`config.mk`:
```
export PLATFORM = sky130hd
export DESIGN_NAME = rtype_issue
export DESIGN_NICKNAME = d
export VERILOG_FILES = /design/src/rtl/rtype_pkg.sv /design/src/rtl/rtype_funct_dec.sv /design/src/rtl/rtype_issue.sv
export SDC_FILE = /design/constraint.sdc
export NUM_CORES = 1
export LEC_CHECK = 0
export ABC_CLOCK_PERIOD_IN_PS = 2900
export BUFFER_PORTS_ARGS = -buffer_cell sky130_fd_sc_hd__buf_2
export CAP_MARGIN = 25
export CORE_ASPECT_RATIO = 2
export CORE_MARGIN = 2
export CORE_UTILIZATION = 56
export DETAILED_ROUTE_END_ITERATION = 10
export GPL_ROUTABILITY_DRIVEN = 0
export PLACE_DENSITY = 0.89
export SLEW_MARGIN = 20
export SYNTH_ARGS = -nofsm -noshare
export SYNTH_HDL_FRONTEND = slang
export SYNTH_HIERARCHICAL = 1
export SYNTH_SLANG_ARGS = --single-unit
export TNS_END_PERCENT = 20
```
`constraint.sdc`:
```
create_clock -name clk -period 2.9 [get_ports clk]
set_input_delay 0.58 -clock clk [delete_from_list [all_inputs] [get_ports clk]]
set_output_delay 0.58 -clock clk [all_outputs]
set_load 0.1 [all_outputs]
```
`src/rtl/rtype_pkg.sv`:
```
// rtype_pkg: shared constants and types for the R-type decode/issue path.
// ALU select codes, R-type funct codes, the R-type opcode, the buffered
// entry layout and the writeback-forwarding helper.
package rtype_pkg;

   localparam logic [5:0] OP_RTYPE = 6'b000000;

   // ALU select codes
   localparam logic [3:0] SEL_AND  = 4'b0000;
   localparam logic [3:0] SEL_OR   = 4'b0001;
   localparam logic [3:0] SEL_ADD  = 4'b0010;
   localparam logic [3:0] SEL_SUB  = 4'b0011;
   localparam logic [3:0] SEL_SLT  = 4'b0100;
   localparam logic [3:0] SEL_SLL  = 4'b0101;
   localparam logic [3:0] SEL_SRL  = 4'b0110;
   localparam logic [3:0] SEL_SRA  = 4'b0111;
   localparam logic [3:0] SEL_XOR  = 4'b1001;
   localparam logic [3:0] SEL_NOR  = 4'b1010;
   localparam logic [3:0] SEL_SLLV = 4'b1100;
   localparam logic [3:0] SEL_SRLV = 4'b1101;
   localparam logic [3:0] SEL_SRAV = 4'b1110;
   localparam logic [3:0] SEL_NOP  = 4'b1111;

   // R-type funct codes
   localparam logic [5:0] F_SLL  = 6'b000000;
   localparam logic [5:0] F_SRL  = 6'b000010;
   localparam logic [5:0] F_SRA  = 6'b000011;
   localparam logic [5:0] F_SLLV = 6'b000100;
   localparam logic [5:0] F_SRLV = 6'b000110;
   localparam logic [5:0] F_SRAV = 6'b000111;
   localparam logic [5:0] F_ADD  = 6'b100000;
   localparam logic [5:0] F_ADDU = 6'b100001;
   localparam logic [5:0] F_SUB  = 6'b100010;
   localparam logic [5:0] F_SUBU = 6'b100011;
   localparam logic [5:0] F_AND  = 6'b100100;
   localparam logic [5:0] F_OR   = 6'b100101;
   localparam logic [5:0] F_XOR  = 6'b100110;
   localparam logic [5:0] F_NOR  = 6'b100111;
   localparam logic [5:0] F_SLT  = 6'b101010;

   typedef enum logic [1:0] {ST_EMPTY = 2'd0, ST_ONE = 2'd1, ST_TWO = 2'd2} buf_state_e;

   // One buffered instruction, operands already in ALU form
   typedef struct packed {
      logic [3:0]  sel;
      logic [4:0]  shamt;
      logic [31:0] d1;
      logic [31:0] d2;
      logic [4:0]  rd;
      logic        ill;
      logic        vsh;   // variable shift: d1 holds rs[4:0] only
      logic [4:0]  rs;
      logic [4:0]  rt;
   } entry_t;

   localparam entry_t ENTRY_RST = '{sel: SEL_NOP, default: '0};

   // Patch an entry's operands from the writeback bus; $0 never forwards,
   // illegal entries keep their zeroed operands.
   function automatic entry_t fwd_entry(entry_t e, logic wv, logic [4:0] wrd, logic [31:0] wd);
      entry_t r;
      r = e;
      if (wv && wrd != 5'd0 && !e.ill) begin
         if (e.rs == wrd) r.d1 = e.vsh ? {27'b0, wd[4:0]} : wd;
         if (e.rt == wrd) r.d2 = wd;
      end
      return r;
   endfunction

endpackage

```
`src/rtl/rtype_funct_dec.sv`:
```
// rtype_funct_dec: combinational R-type decoder, instruction word to ALU
// select, shamt source, variable-shift flag and illegal flag.
module rtype_funct_dec
   import rtype_pkg::*;
(
   input  logic [31:0] instr,
   output logic [3:0]  sel,
   output logic        shamt_sel,   // 1: shamt from instr[10:6]
   output logic        var_sh,
   output logic        illegal
);

   // Register index and shamt fields are consumed by the issue stage
   logic unused_bits;
   assign unused_bits = ^instr[25:6];

   // funct lookup, gated by the R-type opcode
   always_comb begin
      sel       = SEL_NOP;
      shamt_sel = 1'b0;
      var_sh    = 1'b0;
      illegal   = 1'b0;
      if (instr[31:26] != OP_RTYPE) begin
         illegal = 1'b1;
      end else begin
         case (instr[5:0])
            F_SLL:          begin sel = SEL_SLL;  shamt_sel = 1'b1; end
            F_SRL:          begin sel = SEL_SRL;  shamt_sel = 1'b1; end
            F_SRA:          begin sel = SEL_SRA;  shamt_sel = 1'b1; end
            F_SLLV:         begin sel = SEL_SLLV; var_sh = 1'b1; end
            F_SRLV:         begin sel = SEL_SRLV; var_sh = 1'b1; end
            F_SRAV:         begin sel = SEL_SRAV; var_sh = 1'b1; end
            F_ADD, F_ADDU:  sel = SEL_ADD;
            F_SUB, F_SUBU:  sel = SEL_SUB;
            F_AND:          sel = SEL_AND;
            F_OR:           sel = SEL_OR;
            F_XOR:          sel = SEL_XOR;
            F_NOR:          sel = SEL_NOR;
            F_SLT:          sel = SEL_SLT;
            default:        illegal = 1'b1;
         endcase
      end
   end

endmodule

```
`src/rtl/rtype_issue.sv`:
```
// rtype_issue: R-type decode/issue stage with a two-entry skid buffer
// feeding registered operands to the ALU.
// Optional feature: define RTYPE_ISSUE_FWD_EN to patch buffered and
// incoming operands from the writeback bus.
module rtype_issue
   import rtype_pkg::*;
#(
   parameter int DW = 32
) (
   input  logic          clk,
   input  logic          rst_n,
   input  logic          in_valid,
   output logic          in_ready,
   input  logic [DW-1:0] in_instr,
   input  logic [DW-1:0] in_rs_val,
   input  logic [DW-1:0] in_rt_val,
   output logic          out_valid,
   input  logic          out_ready,
   output logic [3:0]    alu_sel,
   output logic [4:0]    alu_shamt,
   output logic [DW-1:0] alu_data_1,
   output logic [DW-1:0] alu_data_2,
   output logic [4:0]    out_rd,
   output logic          out_illegal,
   input  logic          wb_valid,
   input  logic [4:0]    wb_rd,
   input  logic [DW-1:0] wb_data
);

   buf_state_e state_q, state_d;
   entry_t     main_q, main_d, skid_q, skid_d;
   entry_t     new_e, new_f, main_f, skid_f;
   logic       in_ready_q, in_ready_d;
   logic [3:0] dec_sel;
   logic       dec_shamt_sel, dec_var_sh, dec_ill;
   logic       accept, consume;

   rtype_funct_dec u_dec (
      .instr     (in_instr),
      .sel       (dec_sel),
      .shamt_sel (dec_shamt_sel),
      .var_sh    (dec_var_sh),
      .illegal   (dec_ill)
   );

   // Build the incoming entry in ALU operand form
   always_comb begin
      new_e       = ENTRY_RST;
      new_e.sel   = dec_sel;
      new_e.rd    = in_instr[15:11];
      new_e.ill   = dec_ill;
      new_e.vsh   = dec_var_sh;
      new_e.rs    = in_instr[25:21];
      new_e.rt    = in_instr[20:16];
      if (!dec_ill) begin
         new_e.shamt = dec_shamt_sel ? in_instr[10:6] : 5'd0;
         new_e.d1    = dec_var_sh ? {27'b0, in_rs_val[4:0]} : in_rs_val;
         new_e.d2    = in_rt_val;
      end
   end

`ifdef RTYPE_ISSUE_FWD_EN
   assign new_f  = fwd_entry(new_e,  wb_valid, wb_rd, wb_data);
   assign main_f = fwd_entry(main_q, wb_valid, wb_rd, wb_data);
   assign skid_f = fwd_entry(skid_q, wb_valid, wb_rd, wb_data);
`else
   logic unused_fwd;
   assign unused_fwd = ^{wb_valid, wb_rd, wb_data, main_q.rs, main_q.rt, skid_q.rs, skid_q.rt};
   assign new_f  = new_e;
   assign main_f = main_q;
   assign skid_f = skid_q;
`endif

   assign accept  = in_valid && in_ready_q;
   assign consume = (state_q != ST_EMPTY) && out_ready;

   // Buffer next-state: main always drives the ALU, skid absorbs one stall
   always_comb begin
      state_d = state_q;
      main_d  = main_f;
      skid_d  = skid_f;
      case (state_q)
         ST_EMPTY: if (accept) begin
            main_d  = new_f;
            state_d = ST_ONE;
         end
         ST_ONE: begin
            if (accept && consume) begin
               main_d = new_f;
            end else if (accept) begin
               skid_d  = new_f;
               state_d = ST_TWO;
            end else if (consume) begin
               state_d = ST_EMPTY;
            end
         end
         ST_TWO: if (consume) begin
            main_d  = skid_f;
            state_d = ST_ONE;
         end
         default: state_d = ST_EMPTY;
      endcase
      in_ready_d = (state_d != ST_TWO);
   end

   // State and entry registers; reset drops both entries at once
   always_ff @(posedge clk or negedge rst_n) begin
      if (!rst_n) begin
         state_q    <= ST_EMPTY;
         main_q     <= ENTRY_RST;
         skid_q     <= ENTRY_RST;
         in_ready_q <= 1'b1;
      end else begin
         state_q    <= state_d;
         main_q     <= main_d;
         skid_q     <= skid_d;
         in_ready_q <= in_ready_d;
      end
   end

   assign in_ready    = in_ready_q;
   assign out_valid   = (state_q != ST_EMPTY);
   assign alu_sel     = main_q.sel;
   assign alu_shamt   = main_q.shamt;
   assign alu_data_1  = main_q.d1;
   assign alu_data_2  = main_q.d2;
   assign out_rd      = main_q.rd;
   assign out_illegal = main_q.ill;

endmodule

```
Word level (Yosys, flattened, before mapping) --
Index checks and enable logic that the tools add are counted. Widths: inputs -> output; s select.
Storage, ports and cells: input port bits 138, register bits 172
Operators by class: reduce and logical (&&, ||, !) cells 15, bitwise operators 1, mux-type cells 21, equality and inequality tests 20
Operator list (number):
- $mux 90 | 3
- $pmux 90 s3 | 1
- $mux 69 | 1
- $eq 6x6->1 const B | 9
- $pmux 4 s13 | 1
- $mux 32 | 1
- $eq 6x3->1 const B | 3
- $reduce_or 15->1 | 1
- $eq 6x2->1 const B | 2
- $mux 2 | 5
- $ne 2x2->1 const B | 4
- $logic_not 6->1 | 1
- $mux 1 | 6
- $pmux 2 s3 | 1
- $reduce_bool 6->1 | 1
- $reduce_or 3->1 | 2
- $mux 5 | 1
- $mux 4 | 1
- $reduce_and 4->1 | 1
- $reduce_or 2->1 | 2
- $logic_and 1x1->1 | 3
- $reduce_and 3->1 | 1
- $reduce_bool 3->1 | 1
- $eq 2x1->1 const B | 1
- other kinds (4) | 4

Depth between registers and ports, before layout --
word-level depth 8, gate-level depth with buffers 9, depth with buffers taken out 7

Cells and area by module --
Netlist, hierarchy kept.
By module, submodules not included:
- rtype_issue | cells an instance 518, area an instance 7488.4 µm², seq. area each 4040.1 µm², instances 1
- rtype_funct_dec | cells an instance 28, area an instance 188.9 µm², seq. area each 0.0 µm², instances 1

Least setup slack after synthesis --
Ideal clock, no wire load.
kind input -> register, start input in_instr[30], end register main_q (netlist bit alu_data_1[28]), path buffers 2, arrival time 2455 ps, path slack 319 ps, stages on the path 9, path through or4_4 -> nor2_1 -> nand3_1 -> nor2_1 -> buf_2 -> clkbuf_1 -> nor3b_1 -> mux2_2 -> mux2_2
Between the ends: longest elaborated chain between the ends 6, elaborated cells on any way between the ends 8, those cells by class 7 x mux; 1 x reduce/logical
RTL lines:
- from (decl) | line rtype_issue.sv:14 | input logic [DW-1:0] in_instr,
- $reduce_bool 6->1 (*) | line rtype_funct_dec.sv:23 | if (instr[31:26] != OP_RTYPE) begin
- $mux 1 (*) | line rtype_funct_dec.sv:23
- via dec_var_sh | line rtype_issue.sv:35 | logic dec_shamt_sel, dec_var_sh, dec_ill;
- $mux 32 (*) | line rtype_issue.sv:57 | new_e.d1 = dec_var_sh ? {27'b0, in_rs_val[4:0]} : in_rs_val;
- $mux 69 (*) | line rtype_issue.sv:55 | if (!dec_ill) begin
- $mux 90 (on tied branches) | line rtype_issue.sv:88, rtype_issue.sv:83
- $pmux 90 s3 (*) | line rtype_issue.sv:82 | case (state_q)
- to (signal assigned) | line rtype_issue.sv:115 | main_q <= main_d;
- to (decl) | line rtype_issue.sv:31 | entry_t main_q, main_d, skid_q, skid_d;
Mark *: on every way through the listed nets, which the timed path passes. The rest lies on a longest branch. The select of a mux whose other input is x is not followed. A chain may end at the register's enable or synchronous reset.

Worst setup path in the final report --
start input in_instr[30], end register main_q (netlist bit alu_data_1[15])
Between the ends: elaborated cells on any way between the ends 8, those cells by class 7 x mux; 1 x reduce/logical
RTL lines (line):
- $reduce_bool 6->1 (*) | rtype_funct_dec.sv:23
- $mux 1 (*) | rtype_funct_dec.sv:23
- via dec_ill | rtype_issue.sv:35
- $mux 69 (*) | rtype_issue.sv:55
- $mux 90 (on tied branches) | rtype_issue.sv:88, rtype_issue.sv:83
- $pmux 90 s3 (*) | rtype_issue.sv:82
Marked as above.

==> impl_table.tex <==
\begin{tabular}{lr}
\hline
Metric & Value \\
\hline
\multicolumn{2}{l}{\textbf{Worst setup path}} \\
\quad Number of cells traversed by the worst register-to-register path & 4 \\
\quad Data arrival time at the worst-slack endpoint & 2560 ps \\
\quad Launching point of the worst reg2reg path & in\_ready \\
\quad Maximum fanout along the worst path & 29 \\
\quad Largest stage delay on the critical path & 530 ps \\
\quad Kind of start point of the critical path & input pin \\
\quad Class of the most critical setup path & in2reg \\
\quad Endpoint required time on the critical path & 3250 ps \\
\quad Worst path slowest cell & or4\_4 \\
\quad Worst path cell trace & buf\_2, or4\_4, nand3b\_4, buf\_12, nor3b\_1, mux2\_2, mux2\_2 \\
\quad Most used cell along the critical path & mux2\_2 \\
\quad Endpoint kind of the worst setup timing path & flop \\
\quad Setup crit start & in\_instr[30] \\
\multicolumn{2}{l}{\textbf{Floorplan}} \\
\quad Standard-cell row count & 60 \\
\quad Vertical extent of the die & 169.6 um \\
\quad Initial cell density of the core & 0.5713 \\
\quad Chip Width & 86.80 um \\
\quad Die ar. & 14720 um\^{}2 \\
\quad Total I/O pin count & 219 \\
\quad CORE AREA & 13440 um\^{}2 \\
\multicolumn{2}{l}{\textbf{Yosys}} \\
\quad Synthesized net count & 684 \\
\quad Synth top area cells & dfrtp\_1 (50\%), mux2\_2 (33\%), nor2b\_1 (3.1\%) \\
\quad Number of unique standard cell types used by synthesis & 38 \\
\quad Number of warning messages in the yosys log & 6 \\
\quad Yosys reg bits & 161 \\
\quad Synth area leader & dfrtp\_1 \\
\quad Number of synthesized flops with an enable pin & 0 \\
\quad Prevailing post-synth register cell & dfrtp\_1 \\
\quad Area of the mapped netlist & 7677 um\^{}2 \\
\quad Fraction of synthesis flops using an asynchronous set or reset pin & 1.000 \\
\quad Area fraction of the dominant cell type after synthesis & 0.4954 \\
\quad Fraction of the yosys area taken by sequential cells & 0.5262 \\
\quad Cells after Synth & 546 \\
\quad Avg Inst Size Synth & 14.06 um\^{}2 \\
\multicolumn{2}{l}{\textbf{Finish}} \\
\quad Fill cell instance count of the final layout & 934 \\
\quad Fraction of layout instances using a drive strength above 1 & 0.6307 \\
\quad Area of all placed cells without fillers & 9309 um\^{}2 \\
\quad Synth-to-Final Area Change & 21.25\% \\
\quad Area of the multi-input gates & 3452 um\^{}2 \\
\quad Final \#Nets & 848 \\
\quad Sequential cell area in the final layout & 4040 um\^{}2 \\
\multicolumn{2}{l}{\textbf{Power}} \\
\quad Static power due to leakage & 4.822 nW \\
\quad Power per unit of standard cell area & 633.4 nW/um\^{}2 \\
\quad Max IR drop VDD & 0.0005826 V \\
\quad Post-route total power & 0.005896 W \\
\multicolumn{2}{l}{\textbf{Global route}} \\
\quad GRT met1 Usage & 0.2398 \\
\quad Antenna violations before repair & 2 \\
\quad Via count of the first global-routing pass & 5673 \\
\quad Wire length of the first global-routing pass & 26750 um \\
\quad Layer carrying the most global-route usage & met2 \\
\quad Met2 track demand over resource in global routing & 0.4348 \\
\quad Pin count of the biggest net entering global routing & 78 \\
\quad Overall overflow remaining after global route & 0 \\
\quad All-layer global routing usage & 0.2336 \\
\quad Met3 demand-to-capacity share in global routing & 0.04621 \\
\multicolumn{2}{l}{\textbf{Clock tree}} \\
\quad Count of instances resized after the clock tree is built & 0 \\
\quad Post-cts hold buffer count & 0 \\
\quad Clock transition at path regs & 70 ps \\
\quad Post-CTS setup buffer count & 0 \\
\quad Number of levels the H-tree was split into & 4 \\
\quad Total number of clock tree sinks & 161 \\
\quad Buffer depth of the longest clock path & 2 \\
\quad Clock buffers created by TritonCTS & 17 \\
\quad Worst-skew pair later-pin latency & 410 ps \\
\quad CTS tree & built \\
\quad Clock Root Buffer & clkbuf\_16 \\
\multicolumn{2}{l}{\textbf{Timing}} \\
\quad Setup repair after global routing missed its margin & no \\
\quad Final TNS setup & 0 ps \\
\quad Final setup violation count & 0 \\
\quad Final Cycle Share & 0.7624 \\
\quad Final count of hold timing violations & 0 \\
\quad Number of slew-limit violations in the final report & 0 \\
\quad Max-Slew Margin vs Limit & 0.5265 \\
\quad FMAX & 0.4523 GHz \\
\quad Clock Skews & 10.10 ps \\
\quad Shortest clock period the worst path allows after layout & 2211 ps \\
\quad Crit path setup slack, layout & 689.0 ps \\
\quad Measured slew at the worst slew-check pin & 710.2 ps \\
\multicolumn{2}{l}{\textbf{Route}} \\
\quad Number of vias in the routed layout & 5015 \\
\quad First-iteration detailed-routing DRC count & 136 \\
\quad DRC & 0 \\
\quad Post-Route WL & 16570 um \\
\quad Avg WL per Cell & 18.83 um \\
\quad Drt via density & 5.699 \\
\quad Count of TritonRoute iterations in the first routing pass & 5 \\
\quad Number of nets still failing antenna checks after routing & 0 \\
\multicolumn{2}{l}{\textbf{Run}} \\
\quad Number of maximum-capacitance violations & 0 \\
\multicolumn{2}{l}{\textbf{Place}} \\
\quad Area after DPL & 8723 um\^{}2 \\
\quad DP Wirelength & 11510 um \\
\quad Pre-CTS setup slack & 270.4 ps \\
\quad Number of buffer cells added on primary ports & 170 \\
\multicolumn{2}{l}{\textbf{Outcome}} \\
\quad Run status & complete, no violations \\
\multicolumn{2}{l}{\textbf{Worst hold path}} \\
\quad Worst min-delay path category & in2async \\
\hline
\end{tabular}
==> Yosys cell counts (all sizes together), types with 2 or more instances <==
| library cell | number |
|---|---|
| nand2 | 2 |
| dfstp | 9 |
| buf | 27 |
| and3b | 5 |
| inv | 4 |
| nor2b | 38 |
| nor2 | 5 |
| mux2 | 238 |
| o21bai | 2 |
| dfrtp | 152 |
| o31ai | 2 |
| a21o | 2 |
| clkbuf | 10 |
| o21ai | 2 |
| nand2b | 2 |
| nand3b | 2 |
| nor3b | 28 |
| nand3 | 2 |
==> worst paths after layout <==
check / to / slack [ps]
setup / recovery: alu_data_1[15] / 690
hold / removal: skid_f[43] / 180
setup reg to reg: alu_data_1[7] / 960
hold reg to reg: skid_f[84] / 480
max in group asynchronous: alu_data_1[12] / 1920
min in group clk: skid_f[16] / 420
==> state kept, by name, summed over array words and instances (netlist names) <==
signal / count
alu_shamt: 5
alu_data_2: 32
in_ready: 1
out_illegal: 1
alu_data_1: 32
skid_f: 79
state_q: 2
alu_sel: 4
out_rd: 5
==> worst max-delay path: cells and delay by family <==
kind | cells | cell delay, ps
simple gates | 3 | 1210
buf+inv | 2 | 420
mux | 2 | 350
==> cells in the final DEF, fill, tap and decap left out, types with 2 or more instances in the layout <==
cell        count
diode_2         2
a21o_1          2
mux2_1         10
buf_2         169
o21bai_1        2
clkbuf_1        3
nor2_1          4
inv_1           4
mux2_2        228
o21ai_0         2
inv_6           3
and3b_1         5
buf_12          6
nand2_1         2
nor2b_1        38
bufinv_16       2
buf_4           6
clkbuf_16      17
dfstp_2         9
clkinvlp_4      4
nand3_1         2
nor3b_1        27
dfrtp_1       152
==> cell families after synthesis <==
| group | after synthesis | synth area share |
|---|---|---|
| AOI/OAI and AO/OA | 15 | 0.01565 |
| buffers and inverters | 41 | 0.02624 |
| DFF | 161 | 0.5262 |
| muxes | 239 | 0.3504 |
| and+or+nand+nor | 90 | 0.08149 |
==> stage by stage <==
stage | utilization | instances | hold WS [ps]
global route | 0.6927 | 880 | 235.7
CTS | 0.6924 | 878 | 199.3
global placement | 0.6492 | 846 | 462.9
finish | 0.6927 | 880 | 179.6
detailed placement | 0.6492 | 846 | 474.5
floorplan | - | 546 | 284.4
==> layer usage <==
metal	part of all wire	wire [um]
met5	0	0
met4	0.037	612
met2	0.56	9336
met3	0.041	674
met1	0.36	5945
==> final cells by class <==
class / count / share of cell area
Timing Repair Buffer: 182 / 0.1098
Clock buffer: 21 / 0.04839
Sequential cell: 161 / 0.4340
Tap cell: 155 / 0.02083
Inverter: 4 / 0.001613
Multi-Input combinational cell: 344 / 0.3708
Clock inverter: 11 / 0.01398
Antenna cell: 2 / 0.0005376
==> where the power goes <==
part	switching, W	internal (W)	leakage, nW
Sequential	0.0000648	0.00236	2.18
Combinational	0.000823	0.000442	2.37
Clock	0.000910	0.00130	0.271
Power figures use the tool's default switching activity.
